===== src/rtl/ra_bist_pkg.sv =====
// Shared types for the March C- BIST engine: FSM states, the per-element
// direction/polarity table and the default data backgrounds.
package ra_bist_pkg;

  typedef enum logic [3:0] {
    IDLE,
    M0,
    M1,
    M2,
    M3,
    M4,
    M5,
    DRAIN,
    DONE
  } state_e;

  typedef struct packed {
    logic desc;
    logic rd_pol;
    logic wr_pol;
  } elem_t;

  localparam logic [31:0] BG_A_DEF = 32'h0000_0000;
  localparam logic [31:0] BG_B_DEF = 32'h5555_5555;

  // Polarity 1 means the element reads/writes the inverted background.
  function automatic elem_t elem_info(input state_e st);
    elem_t e;
    e = '{desc: 1'b0, rd_pol: 1'b0, wr_pol: 1'b0};
    case (st)
      M1:      e = '{desc: 1'b0, rd_pol: 1'b0, wr_pol: 1'b1};
      M2:      e = '{desc: 1'b0, rd_pol: 1'b1, wr_pol: 1'b0};
      M3:      e = '{desc: 1'b1, rd_pol: 1'b0, wr_pol: 1'b1};
      M4:      e = '{desc: 1'b1, rd_pol: 1'b1, wr_pol: 1'b0};
      default: e = '{desc: 1'b0, rd_pol: 1'b0, wr_pol: 1'b0};
    endcase
    return e;
  endfunction

  function automatic state_e next_elem(input state_e st);
    state_e n;
    case (st)
      M0:      n = M1;
      M1:      n = M2;
      M2:      n = M3;
      M3:      n = M4;
      M4:      n = M5;
      default: n = IDLE;
    endcase
    return n;
  endfunction

endpackage


===== src/rtl/ra_bist_chk.sv =====
// Read-data checker: carries expected data/address/valid for RD_LAT cycles
// alongside each read and latches the first miscompare.
module ra_bist_chk
  import ra_bist_pkg::*;
#(
  parameter int DW     = 32,
  parameter int AW     = 5,
  parameter int RD_LAT = 1
) (
  input  logic          clk,
  input  logic          reset,
  input  logic          clr_i,
  input  logic          vld_0_i,
  input  logic          vld_1_i,
  input  logic [AW-1:0] adr_i,
  input  logic [DW-1:0] exp_i,
  input  logic [DW-1:0] rd_dat_0_i,
  input  logic [DW-1:0] rd_dat_1_i,
  output logic          fail_o,
  output logic [AW-1:0] fail_adr_o,
  output logic          fail_port_o
);

  logic          vld_0_q [RD_LAT];
  logic          vld_1_q [RD_LAT];
  logic [AW-1:0] adr_q   [RD_LAT];
  logic [DW-1:0] exp_q   [RD_LAT];
  logic          fail_q;
  logic [AW-1:0] fail_adr_q;
  logic          fail_port_q;
  logic          miss_0;
  logic          miss_1;

  assign miss_0 = vld_0_q[RD_LAT-1] && (rd_dat_0_i != exp_q[RD_LAT-1]);
  assign miss_1 = vld_1_q[RD_LAT-1] && (rd_dat_1_i != exp_q[RD_LAT-1]);

  // A new run flushes the pipeline as well as the sticky result.
  always_ff @(posedge clk or negedge reset) begin
    if (!reset) begin
      for (int i = 0; i < RD_LAT; i++) begin
        vld_0_q[i] <= 1'b0;
        vld_1_q[i] <= 1'b0;
        adr_q[i]   <= '0;
        exp_q[i]   <= '0;
      end
      fail_q      <= 1'b0;
      fail_adr_q  <= '0;
      fail_port_q <= 1'b0;
    end else if (clr_i) begin
      for (int i = 0; i < RD_LAT; i++) begin
        vld_0_q[i] <= 1'b0;
        vld_1_q[i] <= 1'b0;
        adr_q[i]   <= '0;
        exp_q[i]   <= '0;
      end
      fail_q      <= 1'b0;
      fail_adr_q  <= '0;
      fail_port_q <= 1'b0;
    end else begin
      vld_0_q[0] <= vld_0_i;
      vld_1_q[0] <= vld_1_i;
      adr_q[0]   <= adr_i;
      exp_q[0]   <= exp_i;
      for (int i = 1; i < RD_LAT; i++) begin
        vld_0_q[i] <= vld_0_q[i-1];
        vld_1_q[i] <= vld_1_q[i-1];
        adr_q[i]   <= adr_q[i-1];
        exp_q[i]   <= exp_q[i-1];
      end
      // Port 0 wins a simultaneous double miscompare.
      if (!fail_q && (miss_0 || miss_1)) begin
        fail_q      <= 1'b1;
        fail_adr_q  <= adr_q[RD_LAT-1];
        fail_port_q <= !miss_0;
      end
    end
  end

  assign fail_o      = fail_q;
  assign fail_adr_o  = fail_adr_q;
  assign fail_port_o = fail_port_q;

endmodule


===== src/rtl/ra_2r1w_bist_march.sv =====
// March C- BIST engine for the 2r1w array: FSM, address sequencing and
// registered drive of the read/write ports, two passes with different backgrounds.
module ra_2r1w_bist_march
  import ra_bist_pkg::*;
#(
  parameter int            DW     = 32,
  parameter int            AW     = 5,
  parameter int            RD_LAT = 1,
  parameter logic [DW-1:0] BG_A   = DW'(BG_A_DEF),
  parameter logic [DW-1:0] BG_B   = DW'(BG_B_DEF)
) (
  input  logic          clk,
  input  logic          reset,
  input  logic          bist_start,
  output logic          bist_busy,
  output logic          bist_done,
  output logic          bist_fail,
  output logic [AW-1:0] fail_adr,
  output logic          fail_port,
  output logic          rd_enb_0,
  output logic [AW-1:0] rd_adr_0,
  input  logic [DW-1:0] rd_dat_0,
  output logic          rd_enb_1,
  output logic [AW-1:0] rd_adr_1,
  input  logic [DW-1:0] rd_dat_1,
  output logic          wr_enb_0,
  output logic [AW-1:0] wr_adr_0,
  output logic [DW-1:0] wr_dat_0
);

  localparam int            DEPTH      = 2 ** AW;
  localparam logic [AW-1:0] ADR_MAX    = AW'(DEPTH - 1);
  localparam logic [1:0]    DRAIN_LAST = 2'(RD_LAT);

  state_e        state_q, state_d;
  logic          pass_q, pass_d;
  logic [AW-1:0] adr_q, adr_d;
  logic          phase_q, phase_d;
  logic [1:0]    drain_q, drain_d;
  logic          rd_enb_0_q, rd_enb_0_d, rd_enb_1_q, rd_enb_1_d, wr_enb_0_q, wr_enb_0_d;
  logic [AW-1:0] rd_adr_0_q, rd_adr_0_d, rd_adr_1_q, rd_adr_1_d, wr_adr_0_q, wr_adr_0_d;
  logic [DW-1:0] wr_dat_0_q, wr_dat_0_d, exp_q, exp_d;
  logic [DW-1:0] bg;
  logic          clr;
  logic          step;
  elem_t         el;
  elem_t         nxt_el;
  state_e        nxt;

  // Two-op elements use phase 0 for the read and phase 1 for the write;
  // the address only advances once an address's last op has been issued.
  always_comb begin
    state_d    = state_q;
    pass_d     = pass_q;
    adr_d      = adr_q;
    phase_d    = phase_q;
    drain_d    = drain_q;
    rd_enb_0_d = 1'b0;
    rd_enb_1_d = 1'b0;
    wr_enb_0_d = 1'b0;
    rd_adr_0_d = '0;
    rd_adr_1_d = '0;
    wr_adr_0_d = '0;
    wr_dat_0_d = '0;
    exp_d      = '0;
    clr        = 1'b0;
    step       = 1'b0;
    bg         = pass_q ? BG_B : BG_A;
    el         = elem_info(state_q);
    nxt        = next_elem(state_q);
    nxt_el     = elem_info(nxt);
    case (state_q)
      IDLE, DONE: begin
        if (bist_start) begin
          state_d = M0;
          pass_d  = 1'b0;
          adr_d   = '0;
          phase_d = 1'b0;
          clr     = 1'b1;
        end
      end
      M0: begin
        wr_enb_0_d = 1'b1;
        wr_adr_0_d = adr_q;
        wr_dat_0_d = bg;
        step       = 1'b1;
      end
      M5: begin
        rd_enb_0_d = 1'b1;
        rd_enb_1_d = 1'b1;
        rd_adr_0_d = adr_q;
        rd_adr_1_d = adr_q;
        exp_d      = bg;
        step       = 1'b1;
      end
      M1, M2, M3, M4: begin
        if (!phase_q) begin
          rd_enb_0_d = 1'b1;
          rd_adr_0_d = adr_q;
          exp_d      = el.rd_pol ? ~bg : bg;
          phase_d    = 1'b1;
        end else begin
          wr_enb_0_d = 1'b1;
          wr_adr_0_d = adr_q;
          wr_dat_0_d = el.wr_pol ? ~bg : bg;
          phase_d    = 1'b0;
          step       = 1'b1;
        end
      end
      DRAIN: begin
        if (drain_q == DRAIN_LAST) state_d = DONE;
        else drain_d = drain_q + 2'd1;
      end
      default: state_d = IDLE;
    endcase
    if (step) begin
      if (adr_q == (el.desc ? '0 : ADR_MAX)) begin
        if (state_q == M5) begin
          adr_d = '0;
          if (!pass_q) begin
            state_d = M0;
            pass_d  = 1'b1;
          end else begin
            state_d = DRAIN;
            drain_d = 2'd0;
          end
        end else begin
          state_d = nxt;
          adr_d   = nxt_el.desc ? ADR_MAX : '0;
        end
      end else begin
        adr_d = el.desc ? adr_q - 1'b1 : adr_q + 1'b1;
      end
    end
  end

  always_ff @(posedge clk or negedge reset) begin
    if (!reset) begin
      state_q    <= IDLE;
      pass_q     <= 1'b0;
      adr_q      <= '0;
      phase_q    <= 1'b0;
      drain_q    <= 2'd0;
      rd_enb_0_q <= 1'b0;
      rd_enb_1_q <= 1'b0;
      wr_enb_0_q <= 1'b0;
      rd_adr_0_q <= '0;
      rd_adr_1_q <= '0;
      wr_adr_0_q <= '0;
      wr_dat_0_q <= '0;
      exp_q      <= '0;
    end else begin
      state_q    <= state_d;
      pass_q     <= pass_d;
      adr_q      <= adr_d;
      phase_q    <= phase_d;
      drain_q    <= drain_d;
      rd_enb_0_q <= rd_enb_0_d;
      rd_enb_1_q <= rd_enb_1_d;
      wr_enb_0_q <= wr_enb_0_d;
      rd_adr_0_q <= rd_adr_0_d;
      rd_adr_1_q <= rd_adr_1_d;
      wr_adr_0_q <= wr_adr_0_d;
      wr_dat_0_q <= wr_dat_0_d;
      exp_q      <= exp_d;
    end
  end

  ra_bist_chk #(
    .DW    (DW),
    .AW    (AW),
    .RD_LAT(RD_LAT)
  ) u_chk (
    .clk        (clk),
    .reset      (reset),
    .clr_i      (clr),
    .vld_0_i    (rd_enb_0_q),
    .vld_1_i    (rd_enb_1_q),
    .adr_i      (rd_adr_0_q),
    .exp_i      (exp_q),
    .rd_dat_0_i (rd_dat_0),
    .rd_dat_1_i (rd_dat_1),
    .fail_o     (bist_fail),
    .fail_adr_o (fail_adr),
    .fail_port_o(fail_port)
  );

  assign bist_busy = (state_q != IDLE) && (state_q != DONE);
  assign bist_done = (state_q == DONE);
  assign rd_enb_0  = rd_enb_0_q;
  assign rd_adr_0  = rd_adr_0_q;
  assign rd_enb_1  = rd_enb_1_q;
  assign rd_adr_1  = rd_adr_1_q;
  assign wr_enb_0  = wr_enb_0_q;
  assign wr_adr_0  = wr_adr_0_q;
  assign wr_dat_0  = wr_dat_0_q;

endmodule


===== config.mk =====
export PLATFORM = sky130hd
export DESIGN_NAME = ra_2r1w_bist_march
export DESIGN_NICKNAME = d
export VERILOG_FILES = /design/src/rtl/ra_bist_pkg.sv /design/src/rtl/ra_bist_chk.sv /design/src/rtl/ra_2r1w_bist_march.sv
export SDC_FILE = /design/constraint.sdc
export NUM_CORES = 1
export LEC_CHECK = 0
export BUFFER_PORTS_ARGS = -buffer_cell sky130_fd_sc_hd__buf_4
export CORE_MARGIN = 5
export CORE_UTILIZATION = 51
export CTS_CLUSTER_SIZE = 25
export DETAILED_ROUTE_END_ITERATION = 10
export PLACE_DENSITY = 0.79
export SLEW_MARGIN = 0
export SYNTH_ARGS = -nofsm -noshare
export SYNTH_HDL_FRONTEND = slang
export SYNTH_HIERARCHICAL = 1
export SYNTH_SLANG_ARGS = --single-unit

===== constraint.sdc =====
create_clock -name clk -period 6 [get_ports clk]
set_input_delay 0.6 -clock clk [delete_from_list [all_inputs] [get_ports clk]]
set_output_delay 0.6 -clock clk [all_outputs]
set_load 0.005 [all_outputs]

==> results.toml <==
[timing]
maxSlewViolCount = 0
fin_crit_sh = 0.419
fin_worst_skew_ns = 0.0111
hold_violations = 0
worst_pin_slew_ns = 0.969
fmax_mhz = 398
worst_slack_ns = 3.49
relSlewSlack = 0.354
post-route-min-period_ns = 2.51
tns_ns = 0
final-setup-viol-count = 0
rsz0062_at_grt = "no"

[critical_path]
r2r_start = "state_q[1]$_DFF_PN0_"
crit_fanout = 21
start_kind = "flop"
critical_path.startpoint = "state_q[1]$_DFF_PN0_"
worstPathRequired_ns = 6.26
rrSetupSlack_ns = 3.49
crit_type = "flop to flop"
cp.arrival_ns = 2.77
ff2ff_path_depth = 8
endpoint_kind = "flop"
r2r-end = "adr_q[4]$_DFFE_PN0P_"
crit_path_end = "adr_q[4]$_DFFE_PN0P_"

[power]
p_per_area_nw_per_um2 = 413
finalPower_mw = 2.14
vdd_drop_max_v = 0.000236
p_leak_nw = 2.43

[global_route]
grtUsageMet1 = 0.232
met3_usage = 0.0401
antenna_found_initial = 0
grt_pass1_wl_mm = 14.9
busiest_layer = "met2"
grt.met2_usage = 0.310
grt-ovfl-total = 0
grt_pass1_vias = 3046
grt_max_degree = 82
track_usage = 0.184

[floorplanning]
core_region_area_um2 = 8130
start_util = 0.520
dieWidth_um = 101
num_rows = 33
pin_count = 126
die_y_um = 101
die_area_um2 = 10200

[yosys]
ys_async_sr_fraction = 1.00
syn_nets = 479
avgSynthCellArea_um2 = 10.3
synth_seq_area_share = 0.479
syn_area_um2 = 4230
synth_mux_area_frac = 0.0189
synth_edf_count = 0
synth_seq_cells = 81
synth_top_family_by_area = "simple AND/OR/NAND/NOR gates"
synth_compound_area_frac = 0.0698
syn_inst = 411
synth-simple-area-share = 0.211
synth_ff_type = "dfrtp_1"
synth_adder_area_share = 0.00296
yosysUniqueCellTypes = 44
synthXorXnorAreaFrac = 0.139
yosysWarnings = 6

[clock_tree]
clock_path_buffers = 2
cts_setup_buffers = 0
clkLatencyLatePin_ns = 0.34
cts_resized = 0
cts-root-buf = "clkbuf_8"
cts_buffers = 9
h-tree-depth = 3
clk_pin_slew_worst_paths_ns = 0.08
cts.sinks = 81
cts_tree = "yes"
cts_hold_buf = 0

[final_layout]
fillers = 694
diodes = 0
multiInputGateArea_um2 = 1870
layout_common_cells = "buf_4 (126), dfrtp_1 (81), xnor2_1 (66)"
fin_nets = 567
final_layout_size_suffix_gt1_frac = 0.290
seqCellArea_um2 = 2030
final_common_cell = "buf_4"
area_growth_syn_to_layout_pct = 22.6

[drt]
routed_via_density = 5.11
drt_iter0_drc = 161
drt_pre_antenna_iters = 4
wl_per_cell_um = 15.4
drc = 0
routed-via-count = 3105
route.antenna.remaining_nets = 0
routed_wirelength_mm = 9.35

[run_status]
status = "finished, final reports clean"

[hold_path]
min_path_type = "input port to asynchronous set/reset pin"

[run]
max-cap-violations = 0

[placement]
place_congestion = 0.865
dp_slack_ns = 3.56
io_buffers = 125
hpwl_mm = 6.88
==> power breakdown <==
group | internal, mW | switching, mW
combinational | 0.448 | 0.386
clock | 0.192 | 0.190
sequential | 0.714 | 0.214
==> sequential cells by signal, indices dropped and copies added, names as in the netlist, 2 cells and up <==
signal	cells
u_chk/adr_q	5
exp_q	2
rd_adr_0	5
wr_adr_0	5
wr_dat_0	2
u_chk/fail_adr_o	5
state_q	4
rd_adr_1	5
adr_q	5
drain_q	2
u_chk/exp_q	32
==> through the flow <==
stage                      util  hold slack (ns)  instance area [µm²]  cells
after floorplan               -            0.304                 4230    411
after global placement    0.615            0.485                 5000    593
after detailed placement  0.615            0.489                 5000    593
after CTS                 0.638            0.441                 5190    608
after global routing      0.638            0.451                 5190    608
final                     0.638            0.416                 5190    608
==> Yosys cell counts (2+ instances only) <==
cell type / instances / area (µm²)
a31oi_1: 6 / 37.5
clkbuf_1: 16 / 60.1
xnor2_1: 66 / 578
mux2i_1: 8 / 80.1
or3_1: 3 / 18.8
nor3b_1: 2 / 15.0
nand2_1: 13 / 48.8
nor3_1: 5 / 25.0
nor4_1: 5 / 31.3
nand2b_1: 10 / 62.6
o21ai_1: 6 / 30.0
nor4_2: 2 / 25.0
nor2b_1: 44 / 275
and2_1: 12 / 75.1
buf_4: 30 / 225
a21oi_1: 15 / 75.1
nor2_1: 11 / 41.3
dfrtp_1: 81 / 2030
o21ai_0: 3 / 15.0
o31ai_1: 2 / 15.0
nand3_1: 15 / 75.1
a211oi_1: 2 / 15.0
nand4_1: 19 / 119
and3_1: 8 / 50.1
inv_1: 8 / 30.0
==> layer usage <==
metal  part of all wire  vias to the layer above
met4              0.012                        0
met3              0.076                       17
li1                   -                     1532
met1               0.41                     1439
met2               0.51                      117
met5                  0                        -
==> cells by family (layout without fill, tap and decap cells) <==
logic type / after synthesis / in the layout
multiplexers: 8 / 8
XOR/XNOR: 67 / 67
adder cells (fa/ha/maj): 1 / 1
flip-flops: 81 / 81
AND/OR/NAND/NOR: 153 / 153
AO/OA/AOI/OAI: 44 / 44
buffers and inverters: 57 / 149
==> final cells by class <==
class | instances | area share
multi-input combinational | 273 | 0.360
inverter | 8 | 0.00579
sequential | 81 | 0.391
timing repair buffer | 126 | 0.182
clock inverter | 4 | 0.0106
tap | 105 | 0.0253
clock buffer | 11 | 0.0253
==> worst min path at each step <==
stage | start | end | cells after the start
floorplan | reset | adr_q[0]$_DFFE_PN0P_ | 0
global placement | rd_enb_0$_DFF_PN0_ | u_chk/vld_0_q$_DFF_PN0_ | 1
detailed placement | rd_enb_0$_DFF_PN0_ | u_chk/vld_0_q$_DFF_PN0_ | 1
CTS | bist_start | state_q[3]$_DFF_PN0_ | 2
global route | bist_start | state_q[3]$_DFF_PN0_ | 2
finish | reset | adr_q[1]$_DFFE_PN0P_ | 1
==> worst max-delay path: stages, from the launching register on <==
cell and delay [ns]:
dfrtp_1 0.60, or3b_1 0.58, xnor2_1 0.18, ha_1 0.26, nor4_1 0.28, nand3_1 0.13, a21oi_1 0.17, a21oi_1 0.05
o211ai_1 0.17
(Power assumes the default switching activity.)
